<file path="config.mk">
export PLATFORM = sky130hd
export DESIGN_NAME = frontend_freelist
export DESIGN_NICKNAME = d
export VERILOG_FILES = /design/src/rtl/frontend_freelist_pkg.sv /design/src/rtl/frontend_freelist_ram.sv /design/src/rtl/frontend_freelist.sv
export SDC_FILE = /design/constraint.sdc
export NUM_CORES = 1
export LEC_CHECK = 0
export CELL_PAD_IN_SITES_DETAIL_PLACEMENT = 1
export CELL_PAD_IN_SITES_GLOBAL_PLACEMENT = 1
export CORE_MARGIN = 4
export CORE_UTILIZATION = 40
export DETAILED_ROUTE_END_ITERATION = 7
export PLACE_DENSITY_LB_ADDON = 0.12
export SKIP_CTS_REPAIR_TIMING = 1
export SYNTH_ARGS = -nofsm -noshare
export SYNTH_HDL_FRONTEND = slang
export SYNTH_SLANG_ARGS = --single-unit
</file>
<file path="constraint.sdc">
create_clock -name clk -period 9.6 [get_ports clk]
set_input_delay 1.92 -clock clk [delete_from_list [all_inputs] [get_ports clk]]
set_output_delay 1.92 -clock clk [all_outputs]
set_load 0.03 [all_outputs]
</file>
<file path="src/rtl/frontend_freelist_pkg.sv">
// Shared frontend constants: physical/architectural register sizing for the RAT and free list.
// Sizing comes from `PHY_REG_SEL and `REG_NUM (defaults below if not supplied by the build).
`ifndef PHY_REG_SEL
`define PHY_REG_SEL 6
`endif
`ifndef REG_NUM
`define REG_NUM 32
`endif

package frontend_freelist_pkg;
    localparam int PHY_SEL      = `PHY_REG_SEL;
    localparam int PHY_REG_NUM  = 1 << PHY_SEL;
    localparam int PTR_W        = PHY_SEL;
    localparam int CNT_W        = PHY_SEL + 1;
    localparam int ARCH_REG_NUM = `REG_NUM;
    localparam int ARCH_SEL     = $clog2(ARCH_REG_NUM);

    // Reset image of the free list: entry i holds p(i+1); p0 stays mapped in the RAT.
    function automatic logic [PHY_SEL-1:0] init_entry(input logic [PTR_W-1:0] idx);
        return idx + PTR_W'(1);
    endfunction
endpackage

</file>
<file path="src/rtl/frontend_freelist_ram.sv">
// Free-list storage: 2 combinational read ports, 2 write ports, no reset on data.
module frontend_freelist_ram
    import frontend_freelist_pkg::*;
(
    input  logic               clk,
    input  logic [PTR_W-1:0]   rd_addr1,
    input  logic [PTR_W-1:0]   rd_addr2,
    output logic [PHY_SEL-1:0] rd_data1,
    output logic [PHY_SEL-1:0] rd_data2,
    input  logic               wr_en1,
    input  logic [PTR_W-1:0]   wr_addr1,
    input  logic [PHY_SEL-1:0] wr_data1,
    input  logic               wr_en2,
    input  logic [PTR_W-1:0]   wr_addr2,
    input  logic [PHY_SEL-1:0] wr_data2
);
    logic [PHY_SEL-1:0] mem [PHY_REG_NUM];

    assign rd_data1 = mem[rd_addr1];
    assign rd_data2 = mem[rd_addr2];

    always_ff @(posedge clk) begin
        if (wr_en1) mem[wr_addr1] <= wr_data1;
        if (wr_en2) mem[wr_addr2] <= wr_data2;
    end
endmodule

</file>
<file path="src/rtl/frontend_freelist.sv">
// Physical register free list: circular FIFO with dual allocate and dual free per cycle.
// Define FREELIST_RECOVER_EN to add flush recovery via a retired (architectural) head pointer.
module frontend_freelist
    import frontend_freelist_pkg::*;
(
    input  logic               clk,
    input  logic               reset,
    input  logic               alloc_req1,
    input  logic               alloc_req2,
    output logic [PHY_SEL-1:0] phy_dst_1,
    output logic [PHY_SEL-1:0] phy_dst_2,
    output logic               stall,
    input  logic               free_en1,
    input  logic               free_en2,
    input  logic [PHY_SEL-1:0] free_phy_1,
    input  logic [PHY_SEL-1:0] free_phy_2,
`ifdef FREELIST_RECOVER_EN
    input  logic               flush,
    input  logic               retire_alloc1,
    input  logic               retire_alloc2,
`endif
    output logic [CNT_W-1:0]   free_count,
    output logic               empty
);
    logic [PTR_W-1:0]       head, tail, rd_addr2, wr_addr2;
    logic [PTR_W-1:0]       head_nxt, tail_nxt, recover_head;
    logic [PHY_SEL-1:0]     ram_rd1, ram_rd2;
    logic [PHY_REG_NUM-1:0] loaded;
    logic [1:0]             n_alloc, n_grant;
    logic [CNT_W-1:0]       avail, avail1, count_nxt;
    logic                   do_flush, ok1, ok2;

`ifdef FREELIST_RECOVER_EN
    logic [PTR_W-1:0] arch_head, arch_head_nxt;

    assign do_flush      = flush;
    assign arch_head_nxt = arch_head + PTR_W'(retire_alloc1) + PTR_W'(retire_alloc2);
    assign recover_head  = arch_head_nxt;

    always_ff @(posedge clk or negedge reset) begin
        if (!reset) arch_head <= '0;
        else        arch_head <= arch_head_nxt;
    end
`else
    assign do_flush     = 1'b0;
    assign recover_head = head;
`endif

    assign rd_addr2 = alloc_req1 ? head + PTR_W'(1) : head;

    frontend_freelist_ram u_ram (
        .clk      (clk),
        .rd_addr1 (head),
        .rd_addr2 (rd_addr2),
        .rd_data1 (ram_rd1),
        .rd_data2 (ram_rd2),
        .wr_en1   (ok1),
        .wr_addr1 (tail),
        .wr_data1 (free_phy_1),
        .wr_en2   (ok2),
        .wr_addr2 (wr_addr2),
        .wr_data2 (free_phy_2)
    );

    // Entries never written since reset read back their reset image instead of RAM contents.
    assign phy_dst_1 = loaded[head]     ? ram_rd1 : init_entry(head);
    assign phy_dst_2 = loaded[rd_addr2] ? ram_rd2 : init_entry(rd_addr2);

    assign n_alloc = {1'b0, alloc_req1} + {1'b0, alloc_req2};
    assign stall   = !do_flush && (CNT_W'(n_alloc) > free_count);
    assign n_grant = (stall || do_flush) ? 2'd0 : n_alloc;

    // Frees are admitted against the post-allocation count; p0 and overflow frees are dropped.
    assign avail  = free_count - CNT_W'(n_grant);
    assign ok1    = free_en1 && (free_phy_1 != '0) && (avail < CNT_W'(PHY_REG_NUM - 1));
    assign avail1 = avail + CNT_W'(ok1);
    assign ok2    = free_en2 && (free_phy_2 != '0) && (avail1 < CNT_W'(PHY_REG_NUM - 1));

    assign wr_addr2  = tail + PTR_W'(ok1);
    assign tail_nxt  = wr_addr2 + PTR_W'(ok2);
    assign head_nxt  = do_flush ? recover_head : head + PTR_W'(n_grant);
    assign count_nxt = do_flush ? CNT_W'(tail_nxt - head_nxt) : avail1 + CNT_W'(ok2);
    assign empty     = (free_count == '0);

    always_ff @(posedge clk or negedge reset) begin
        if (!reset) begin
            head       <= '0;
            tail       <= PTR_W'(PHY_REG_NUM - 1);
            free_count <= CNT_W'(PHY_REG_NUM - 1);
            loaded     <= '0;
        end else begin
            head       <= head_nxt;
            tail       <= tail_nxt;
            free_count <= count_nxt;
            if (ok1) loaded[tail]     <= 1'b1;
            if (ok2) loaded[wr_addr2] <= 1'b1;
        end
    end
endmodule

</file>
==> results.cfg <==
[outcome]
status = finished clean

[synth]
yosysUniqueCellTypes = 71
synth_largest_area_cell = edfxtp_1
synth_area_leaders = edfxtp_1, mux4_2, mux2i_1
ys.flop_type = edfxtp_1
synth_top_area_share_pct = 34.9
synth_seq_cells = 467
synthCells = 2510
avgSynthCellArea_um2 = 13.2
yosysWarnings = 0
synth_async_sr_flop_share_pct = 17.8
syn-num-nets = 2548
ys_seq_area_share_pct = 41.3
synth_edf_count = 384
syn_area_mm2 = 0.0330

[place]
placed_area_mm2 = 0.0342
dp_hpwl_mm = 82.0
numPortBuffers = 38
pre_cts_ws_ps = 802
gp_congestion = 0.873

[worst_setup_path]
r2r-start = free_count[1]$_DFF_PN1_
reg2reg_slack_ps = 2660
critPathKind = input port to output port
endpoint_kind = output port
cp-start-kind = input port
critPathMaxFanout = 41
cp_slowest_cell = a21oi_2
worstRegToRegCells = 30
required_ps = 7680
crit_family = buffers and inverters
slowest_delay_ps = 1020
cp.arrival_ps = 6560
crit_buf_inv = 3
r2r_end = free_count[4]$_DFF_PN1_
path_cells = clkbuf_8, buf_4, and2_1, nand3_1, a21oi_2, nor2_1, o2111ai_1, and4_1, mux2i_1, clkdlybuf4s50_1

[power_and_ir_drop]
p_seq_share_pct = 24.3
p_switching_w = 0.00557
p_comb_share_pct = 58.1
vdd_drop_max_uv = 423
p_per_area_mw_per_mm2 = 336
p_leak_nw = 13.3
internal_power_w = 0.00656
sw_frac_of_total_pct = 45.9
pwr-share-clk_pct = 17.6

[floorplanning]
die_area_mm2 = 0.0872
die_h_um = 295
core-area_mm2 = 0.0820
ios = 39
rows = 105
start_util_pct = 40.3
die_w_um = 295

[sta]
hold_viol = 0
worst_slew_pin_slew_ps = 1260
fin_hold_ws_ps = 510
timing.fmax_mhz = 118
worst_clock_skew_ps = 20.2
final_max_slew_viol_count = 0
relSlewSlack_pct = 16.2
setup_viol = 0
fin_tns_setup_ps = 0
layout_setup_ws_ps = 1120
rsz0062_at_grt = no
min_period_over_period_pct = 88.4
period_needed_ps = 8480

[layout]
layout-drive-gt1-share_pct = 33.8
post-route-util_pct = 44.0
stdcell_area_mm2 = 0.0360
area_growth_pct = 9.16
final_nets = 2444
num_antenna_cells = 0

[clock_tree]
cts-root-buf = clkbuf_16
cts_max_level = 2
cts_tree = done
cts_buffer_depth = 3
clk_latency_ps = 620
cts.sink_count = 467
path_clk_slew_ps = 60
cts_buffers = 56

[route]
drc = 0
routed_wl_mm = 121
ant_nets = 0
viasPerCell = 6.59
initialDrtViolationCount = 2657
wire_per_inst_um = 34.3
drt_first_pass_iters = 5
vias = 23200

[worst_hold_path]
hold_class = flop to flop
hold_depth = 1
min_from = loaded[58]$_DFF_PN0_
holdPathEnd = loaded[58]$_DFF_PN0_

[global_route]
gr-total-overflow = 0
antenna_found_initial = 7
grt_use_total_pct = 27.5
grt_pass1_vias = 23800
grt_pass1_wl_mm = 175
grt_max_degree = 134

[run]
maxCapViolCount = 0
==> synthesized netlist by cell type (8+ instances only) <==
library cell	n
nand2b_1	11
xor2_1	16
inv_1	24
buf_4	10
buf_1	24
a211o_1	57
dfrtp_1	71
clkbuf_1	151
o21ai_0	40
nand3b_1	37
buf_2	78
mux2_1	27
mux4_2	170
nand3_1	50
nor3_1	32
nor3_4	39
dfstp_2	12
mux2_2	331
a21oi_1	13
or3b_2	27
o2111ai_1	23
a22oi_1	43
o22ai_1	40
edfxtp_1	384
a21o_1	53
nand4_1	35
mux2i_1	373
xnor2_1	23
ha_1	18
nor3_2	9
nor2b_1	10
and3_1	18
nor4_4	8
nand2_1	95
mux2_4	36
nor2_1	35
==> cell usage in the layout, fill, tap and decap left out, types with 43 or more instances in the layout <==
| cell | instances |
|---|---|
| dfrtp_1 | 67 |
| a211o_1 | 57 |
| buf_4 | 63 |
| clkbuf_16 | 58 |
| mux2_2 | 331 |
| nand2_1 | 95 |
| mux2i_1 | 373 |
| a22oi_1 | 43 |
| edfxtp_1 | 384 |
| nand3_1 | 50 |
| a21o_1 | 53 |
| mux4_2 | 170 |
==> metal layers <==
| metal | vias to the layer above | routed length [um] | share of wire (%) | GRT usage, % |
|---|---|---|---|---|
| li1 | 9760 | - | - | - |
| met1 | 12400 | 53300 | 44 | 39.7 |
| met2 | 855 | 56400 | 47 | 44.2 |
| met3 | 169 | 8200 | 6.8 | 3.97 |
| met4 | 4 | 2900 | 2.4 | 6.18 |
| met5 | - | 21 | 0.017 | 0 |
==> power groups by stage <==
stage / logic, W / clock network (W) / registers [W]
finish: 0.00704 / 0.00213 / 0.00295
global route: 0.00736 / 0.00225 / 0.00299
CTS: 0.00697 / 0.00217 / 0.00294
detailed placement: 0.00694 / 0 / 0.00298
global placement: 0.00687 / 0 / 0.00296
floorplan: 0.00476 / 0 / 0.00272
==> per-stage QoR <==
step | total power [W] | std cells
5_1_grt | 0.0126 | 3521
3_5_place_dp | 0.00992 | 3418
3_3_place_gp | 0.00983 | 3418
4_1_cts | 0.0121 | 3521
6_report | 0.0121 | 3521
2_1_floorplan | 0.00748 | 2510
==> how the worst max path moves through the flow <==
stage               start                       to  slack [ps]  depth (start not counted)
4_1_cts        alloc_req1             phy_dst_2[0]        1160                         10
3_5_place_dp   alloc_req2  free_count[4]$_DFF_PN1_         800                         31
6_report       alloc_req1             phy_dst_2[0]        1120                         10
3_3_place_gp   alloc_req2  free_count[4]$_DFF_PN1_         870                         33
5_1_grt        alloc_req2  free_count[4]$_DFF_PN1_         880                         32
2_1_floorplan  alloc_req1  free_count[4]$_DFF_PN1_        1830                         32
==> state kept, by name (all words and copies together), names as in the netlist <==
register / count
u_ram.mem: 384
loaded: 64
free_count: 7
head: 6
tail: 6
==> cell type report <==
type | instances | area, um^2
timing repair buffer | 109 | 967
sequential | 467 | 13600
multi-input combinational | 1748 | 18200
clock buffer | 78 | 1570
inverter | 24 | 95.1
fill | 8341 | 45900
tap | 1070 | 1340
clock inverter | 25 | 225
==> cells by family after synthesis <==
group,share of synthesized area [%]
DFF,41.3
adders and majority gates,0.804
and+or+nand+nor,9.30
AOI/OAI and AO/OA,6.78
muxes,36.8
xor gates and xnor gates,1.08
buffers and inverters,3.97
==> worst reg2reg max path, delay by kind of cell (launching register included) <==
family / cells / cell delay (ps)
XOR/XNOR: 3 / 770
adder cells (fa/ha/maj): 6 / 1880
AO/OA/AOI/OAI: 9 / 1710
buffers and inverters: 7 / 960
flip-flops: 1 / 620
AND/OR/NAND/NOR: 5 / 930
Note: power is estimated with default switching activity, not from simulation.
